File: config.mk
export PLATFORM = sky130hd
export DESIGN_NAME = axis_xc_tx_lane
export DESIGN_NICKNAME = d
export VERILOG_FILES = /design/src/rtl/axis_xc_tx_lane_pkg.sv /design/src/rtl/axis_xc_tx_lane_ack_sync.sv /design/src/rtl/axis_xc_tx_lane.sv
export SDC_FILE = /design/constraint.sdc
export NUM_CORES = 1
export LEC_CHECK = 0
export CAP_MARGIN = 20
export CORE_MARGIN = 8
export CORE_UTILIZATION = 49
export DETAILED_ROUTE_END_ITERATION = 8
export GPL_TIMING_DRIVEN = 0
export PLACE_DENSITY_LB_ADDON = 0.25
export SYNTH_ARGS = -nofsm -noshare
export SYNTH_HDL_FRONTEND = slang
export SYNTH_SLANG_ARGS = --single-unit
File: constraint.sdc
create_clock -name s_axis_aclk -period 5.1 [get_ports s_axis_aclk]
set_clock_uncertainty 0.15 [all_clocks]
set_input_delay 1.02 -clock s_axis_aclk [delete_from_list [all_inputs] [get_ports s_axis_aclk]]
set_output_delay 1.02 -clock s_axis_aclk [all_outputs]
set_load 0.05 [all_outputs]
File: src/rtl/axis_xc_tx_lane_pkg.sv
// Shared types and constants for the XC transmit lane (package xc_tx_pkg).
// Used by axis_xc_tx_lane; see that file for the XC_TX_TIMEOUT_EN option.
package xc_tx_pkg;

  localparam int XC_WIDTH_DEFAULT = 32;

  typedef enum logic [1:0] {
    ST_IDLE    = 2'd0,
    ST_SETUP   = 2'd1,
    ST_REQ     = 2'd2,
    ST_RELEASE = 2'd3
  } xc_tx_state_e;

  typedef enum logic {
    HALF_HI = 1'b0,
    HALF_LO = 1'b1
  } xc_half_e;

  // Last wait-counter value before the timeout fires; the counter starts at 0
  // on the first wait cycle, so N cycles of waiting end at count N-1.
  function automatic logic [15:0] wait_last(input int cycles);
    return (cycles < 1) ? 16'd0 : 16'(cycles - 1);
  endfunction

endpackage

File: src/rtl/axis_xc_tx_lane_ack_sync.sv
// xc_ack_sync: flop chain bringing the chip acknowledge into the clock domain.
// Clears to 0 on asynchronous active-low reset. SYNC_STAGES must be >= 2.
module xc_ack_sync #(
  parameter int SYNC_STAGES = 2
) (
  input  logic i_clk,
  input  logic i_rst_n,
  input  logic i_async,
  output logic o_sync
);

  logic [SYNC_STAGES-1:0] r_chain;

  // Shift the raw acknowledge through the chain; only the last flop is used.
  always_ff @(posedge i_clk or negedge i_rst_n) begin
    if (!i_rst_n) begin
      r_chain <= '0;
    end else begin
      r_chain <= {r_chain[SYNC_STAGES-2:0], i_async};
    end
  end

  assign o_sync = r_chain[SYNC_STAGES-1];

endmodule

File: src/rtl/axis_xc_tx_lane.sv
// axis_xc_tx_lane: accepts 64-bit AXI-Stream frames and sends each one to the
// chip as two 32-bit words (high half first) over a 4-phase req/ack handshake.
// Optional macro XC_TX_TIMEOUT_EN adds an acknowledge wait limit with a sticky
// ack_timeout flag; without it the lane waits forever for the chip.
//
// state   | meaning
// IDLE    | ready for a frame (tready registered high one cycle after entry)
// SETUP   | dout presents the selected half, request still low
// REQ     | request high, waiting for synchronized ack high
// RELEASE | request low, waiting for synchronized ack low
module axis_xc_tx_lane
  import xc_tx_pkg::*;
#(
  parameter int DATA_WIDTH     = 2 * XC_WIDTH_DEFAULT,
  parameter int XC_WIDTH       = XC_WIDTH_DEFAULT,
  parameter int SYNC_STAGES    = 2,
  parameter int TIMEOUT_CYCLES = 65535
) (
  input  logic                  s_axis_aclk,
  input  logic                  s_axis_aresetn,
  output logic                  s_axis_tready,
  input  logic [DATA_WIDTH-1:0] s_axis_tdata,
  input  logic                  s_axis_tlast,
  input  logic                  s_axis_tvalid,
  input  logic                  acknowledge,
  output logic [XC_WIDTH-1:0]   dout,
  output logic                  request,
  output logic                  busy,
  output logic                  o_tx_done,
  input  logic                  err_clr,
  output logic                  ack_timeout
);

  // A single-flop synchronizer is never acceptable for the async chip ack.
  localparam int STAGES = (SYNC_STAGES < 2) ? 2 : SYNC_STAGES;

  xc_tx_state_e        r_state;
  xc_half_e            r_half;
  logic [XC_WIDTH-1:0] r_data_lo;
  logic                r_last;
  logic [XC_WIDTH-1:0] r_dout;
  logic                r_request;
  logic                r_tready;
  logic                r_done;
  logic                w_ack_s;
  logic                w_expired;

  xc_ack_sync #(
    .SYNC_STAGES(STAGES)
  ) u_ack_sync (
    .i_clk  (s_axis_aclk),
    .i_rst_n(s_axis_aresetn),
    .i_async(acknowledge),
    .o_sync (w_ack_s)
  );

`ifdef XC_TX_TIMEOUT_EN
  localparam logic [15:0] WAIT_LAST = wait_last(TIMEOUT_CYCLES);

  logic [15:0] r_wait;
  logic        r_ack_timeout;
  logic        w_waiting;

  // Waiting means staying in REQ or RELEASE for another cycle; any other
  // cycle (including the one that enters REQ/RELEASE) leaves the count at 0.
  assign w_waiting = ((r_state == ST_REQ) && !w_ack_s) ||
                     ((r_state == ST_RELEASE) && w_ack_s);
  assign w_expired = w_waiting && (r_wait == WAIT_LAST);

  // Wait counter and sticky timeout flag; a new timeout beats err_clr.
  always_ff @(posedge s_axis_aclk or negedge s_axis_aresetn) begin
    if (!s_axis_aresetn) begin
      r_wait        <= '0;
      r_ack_timeout <= 1'b0;
    end else begin
      if (w_waiting) begin
        r_wait <= r_wait + 16'd1;
      end else begin
        r_wait <= '0;
      end
      if (w_expired) begin
        r_ack_timeout <= 1'b1;
      end else if (err_clr) begin
        r_ack_timeout <= 1'b0;
      end
    end
  end

  assign ack_timeout = r_ack_timeout;
`else
  logic w_unused_cfg;

  assign w_expired    = 1'b0;
  assign ack_timeout  = 1'b0;
  assign w_unused_cfg = err_clr ^ (TIMEOUT_CYCLES == 0);
`endif

  // Lane FSM with registered tready, dout, request and done pulse.
  always_ff @(posedge s_axis_aclk or negedge s_axis_aresetn) begin
    if (!s_axis_aresetn) begin
      r_state   <= ST_IDLE;
      r_half    <= HALF_HI;
      r_data_lo <= '0;
      r_last    <= 1'b0;
      r_dout    <= '0;
      r_request <= 1'b0;
      r_tready  <= 1'b0;
      r_done    <= 1'b0;
    end else begin
      r_done   <= 1'b0;
      r_tready <= 1'b0;
      case (r_state)
        ST_IDLE: begin
          if (r_tready && s_axis_tvalid) begin
            // Only the low half needs keeping; the high half goes straight out.
            r_data_lo <= s_axis_tdata[XC_WIDTH-1:0];
            r_last    <= s_axis_tlast;
            r_half    <= HALF_HI;
            r_dout    <= s_axis_tdata[DATA_WIDTH-1:XC_WIDTH];
            r_state   <= ST_SETUP;
          end else begin
            r_tready <= 1'b1;
          end
        end
        ST_SETUP: begin
          r_request <= 1'b1;
          r_state   <= ST_REQ;
        end
        ST_REQ: begin
          // An ack arriving on the limit cycle still counts as success.
          if (w_ack_s) begin
            r_request <= 1'b0;
            r_state   <= ST_RELEASE;
          end else if (w_expired) begin
            r_request <= 1'b0;
            r_half    <= HALF_HI;
            r_state   <= ST_IDLE;
          end
        end
        ST_RELEASE: begin
          if (!w_ack_s) begin
            if (r_half == HALF_HI) begin
              r_half  <= HALF_LO;
              r_dout  <= r_data_lo;
              r_state <= ST_SETUP;
            end else begin
              r_done  <= r_last;
              r_state <= ST_IDLE;
            end
          end else if (w_expired) begin
            r_half  <= HALF_HI;
            r_state <= ST_IDLE;
          end
        end
        default: begin
          r_request <= 1'b0;
          r_state   <= ST_IDLE;
        end
      endcase
    end
  end

  assign s_axis_tready = r_tready;
  assign dout          = r_dout;
  assign request       = r_request;
  assign o_tx_done     = r_done;
  assign busy          = (r_state != ST_IDLE);

endmodule

Word level (Yosys, flattened, before mapping):

Cells that the tools add are included.

* reduce and logical (&&, ||, !) cells: 10
* equality and inequality tests: 7
* multiplexer cells: 19

Operators with widths (count)
* $mux 32: 3
* $pmux 32 s2: 1
* $mux 1: 9
* $pmux 2 s4: 1
* $mux 2: 3
* $ne 2x2->1 const B: 3
* $reduce_and 3->1: 2
* $reduce_bool 2->1: 3
* $eq 2x2->1 const B: 2
* $pmux 1 s2: 2
* $reduce_and 2->1: 2
* $reduce_and 4->1: 1
* $eq 2x1->1 const B: 1
* $logic_not 2->1: 1
* $ne 2x1->1 const B: 1
* $logic_and 1x1->1: 1

* output and inout port bits: 37
* bits of input ports: 70
* flip-flop bits (word level): 73

Logic depth before layout (Yosys ltp):

* word-level depth: 3
* gate-level depth with buffers: 6
* depth with buffers taken out: 5

Cells and area by module:

From an unflattened synthesis, not the netlist that was laid out.

* cell total of the unflattened synthesis: 208
* area, all modules: 3233.1 sq um

By module, submodules not included
* axis_xc_tx_lane: times used 1, cells an instance 206, area each 3183.1 sq um, seq. area each 1776.7 sq um
* xc_ack_sync: times used 1, cells an instance 2, area each 50.0 sq um, seq. area each 50.0 sq um

Worst setup path before layout:

No wires, ideal clock.

* kind: register -> output
* start point: register r_state[0]
* end point: output port busy
* path buffers: 0
* data required time: 3.930 ns
* data arrival time: 1.027 ns
* stages on the path, launching flop included: 4
* path slack: 2.903 ns
* cell sequence: dfrtp_1 > inv_1 > ha_1 > inv_1

* word-level cells in the longest chain between the ends: 1

RTL lines
* start, declared: RTL line axis_xc_tx_lane.sv:37 `xc_tx_state_e r_state;`
* start signal, assigned: RTL line axis_xc_tx_lane.sv:101 `r_state <= ST_IDLE;`
* start signal, assigned: RTL line axis_xc_tx_lane.sv:120 `r_state <= ST_SETUP;`
* start signal, assigned: RTL line axis_xc_tx_lane.sv:127 `r_state <= ST_REQ;`
* $reduce_bool 2->1: RTL line axis_xc_tx_lane.sv:167 `assign busy = (r_state != ST_IDLE);`
* end, declared: RTL line axis_xc_tx_lane.sv:28 `output logic busy,`

No other way between the ends.

Worst setup path after layout:

Same ends and word-level chain as after synthesis.

==> flow_summary.json <==
{
  "min_to": "u_ack_sync.r_chain[1]",
  "grt.total_usage_pct": 16.2,
  "nets": 403,
  "start_util_pct": 50.8,
  "clk_pin_slew_ps": 70,
  "grt_pass1_vias": 2466,
  "cts_setup_buffers": 0,
  "synth-seq-cells": 73,
  "ys_types": 24,
  "yosysSeqAreaShare_pct": 56.6,
  "totalWireLength_um": 7170,
  "hold_viol_final": 0,
  "period_share_pct": 62.5,
  "filler_cell_count": 459,
  "placed_area_um2": 4380,
  "final-seq-area_um2": 1830,
  "hp-class": "flop to flop",
  "avgSynthCellArea_um2": 15.3,
  "gp_congestion": 0.737,
  "cp-end-kind": "output pin",
  "rr_startpoint": "r_state[0]",
  "dp_slack_ps": 2090,
  "finalSetupViolCount": 0,
  "worst_pin_slew_ps": 674,
  "path_max_fanout": 6,
  "power.density_nw_per_um2": 675,
  "io_buffers": 104,
  "fmax_ghz": 0.314,
  "hold_depth": 0,
  "gr-total-overflow": 0,
  "placed_cells": 393,
  "instances_no_fill": 409,
  "n_antenna_cell": 0,
  "arrival_ps": 2020,
  "cts_resized": 0,
  "slew_headroom_pct": 55.0,
  "place_hpwl_um": 5370,
  "reg2reg_to": "dout[19]",
  "wl_per_cell_um": 17.5,
  "multi_input_area_um2": 1310,
  "first_pass_iters": 4,
  "numCtsBuffers": 9,
  "leakagePower_nw": 1.97,
  "cp-startpoint": "r_state[0]",
  "ir_worst_vdd_mv": 0.423,
  "core_um2": 6350,
  "fin_crit_ps": 3190,
  "fp.dieArea_um2": 9440,
  "vias": 2085,
  "drt-vias-per-instance": 5.10,
  "die_w_um": 97.2,
  "rows": 29,
  "worstPathRequired_ps": 3930,
  "io-pin-count": 107,
  "synth.cell_area_um2": 3230,
  "cts_root_buf": "clkbuf_8",
  "path_class": "flop to output pin",
  "start_kind": "flop",
  "drive_above_1_share_pct": 23.5,
  "cts_max_path_buffers": 2,
  "final_antenna_net_count": 0,
  "clk_latency_ps": 340,
  "hold_ws_ps": 199,
  "grt_first_pass_wirelength_um": 12100,
  "cts_tree": "built",
  "htreeDepth": 3,
  "rr_worst_depth": 5,
  "grt_max_degree": 39,
  "yosysWarnings": 0,
  "dieHeight_um": 97.2,
  "stdcell_area_um2": 4540,
  "drc_errors": 0,
  "rsz0062_at_grt": "false",
  "antenna_found_initial": 0,
  "syn_to_final_growth_pct": 40.6,
  "cts_hold_buffers": 0,
  "status": "complete, no violations",
  "slew_viol_final": 0,
  "drt_iter0_drc": 43,
  "hold_start": "u_ack_sync.r_chain[0]",
  "rrSetupSlack_ps": 2810,
  "tns_ps": 0,
  "syn-num-nets": 287,
  "cts.sinks": 73,
  "layout_setup_ws_ps": 1910,
  "drv_cap": 0,
  "syn_inst": 211
}
## sequential cells by signal, summed over array words and instances (netlist names)
name                count
r_state                 2
dout                   32
s_axis_tready           1
r_data_lo              32
o_tx_done               1
request                 1
r_half                  1
r_last                  1
u_ack_sync.r_chain      2
## routing by layer
metal	vias up	routed length (um)	global-route usage, %
met1	1029	2940	18.7
met5	-	0	0
met3	11	591	5.97
met2	70	3470	25.7
met4	0	164	8.40
li1	975	-	-
## cells in the final DEF (no fill, tap or decap), types with 2 or more instances in the layout
cell,count
nand2b_1,2
buf_4,2
clkbuf_1,9
buf_6,3
mux2_2,56
inv_1,6
clkbuf_8,9
dfrtp_1,73
mux2_1,42
ha_1,6
o21ai_0,2
clkinv_2,4
clkdlybuf4s50_1,103
## where the power goes
part	internal [mW]	total [mW]	switching [mW]	leakage [nW]
logic	0.748	1.67	0.922	0.991
registers	0.872	1.02	0.143	0.891
clock network	0.174	0.376	0.202	0.0839
## cell usage after synthesis (all sizes together)
cell type | n | area [um2]
mux2 | 98 | 1100
dfrtp | 73 | 1830
clkbuf | 6 | 22.5
ha | 6 | 75.1
inv | 6 | 22.5
buf | 5 | 46.3
a21boi | 2 | 18.8
nand2b | 2 | 12.5
o21ai | 2 | 10.0
a211o | 1 | 8.76
a211oi | 1 | 20.0
a311oi | 1 | 8.76
and2 | 1 | 6.26
and4 | 1 | 8.76
conb | 1 | 3.75
mux2i | 1 | 10.0
nand3 | 1 | 5.00
nor2 | 1 | 3.75
nor2b | 1 | 6.26
o2bb2ai | 1 | 8.76
## cell families after synthesis
group / Yosys count / synth area share (%)
buffers and inverters: 17 / 2.83
muxes: 99 / 34.5
DFF: 73 / 56.6
AOI/OAI and AO/OA: 8 / 2.33
adders and majority gates: 6 / 2.33
and+or+nand+nor: 7 / 1.32
other: 1 / 0.116
## worst max-delay path by stage
stage / to / cells after the start
after floorplan: busy / 3
after global routing: busy / 4
after detailed placement: r_data_lo[26] / 4
final: busy / 4
after global placement: dout[26] / 1
after CTS: busy / 4
## through the flow
step / util, % / power, mW
2_1_floorplan: - / 2.19
3_3_place_gp: 68.7 / 2.68
3_5_place_dp: 69.0 / 2.73
4_1_cts: 71.5 / 3.11
5_1_grt: 71.5 / 3.25
6_report: 71.5 / 3.06
## worst max-delay path: stages (launching register included)
cell and delay [ps]:
dfrtp_1 440, inv_1 120, ha_1 230, inv_1 80, clkdlybuf4s50_1 810
## area by class of cell
cell class	count	share of cell area [%]
clock buffers	12	2.98
plain buffers	11	1.52
flip-flops and latches	73	40.3
clock inverters	4	0.441
inverters	6	0.496
repair buffers	105	23.3
multi-input cells	121	28.9
well taps	77	2.12
Note: power is estimated with default switching activity, not from simulation.
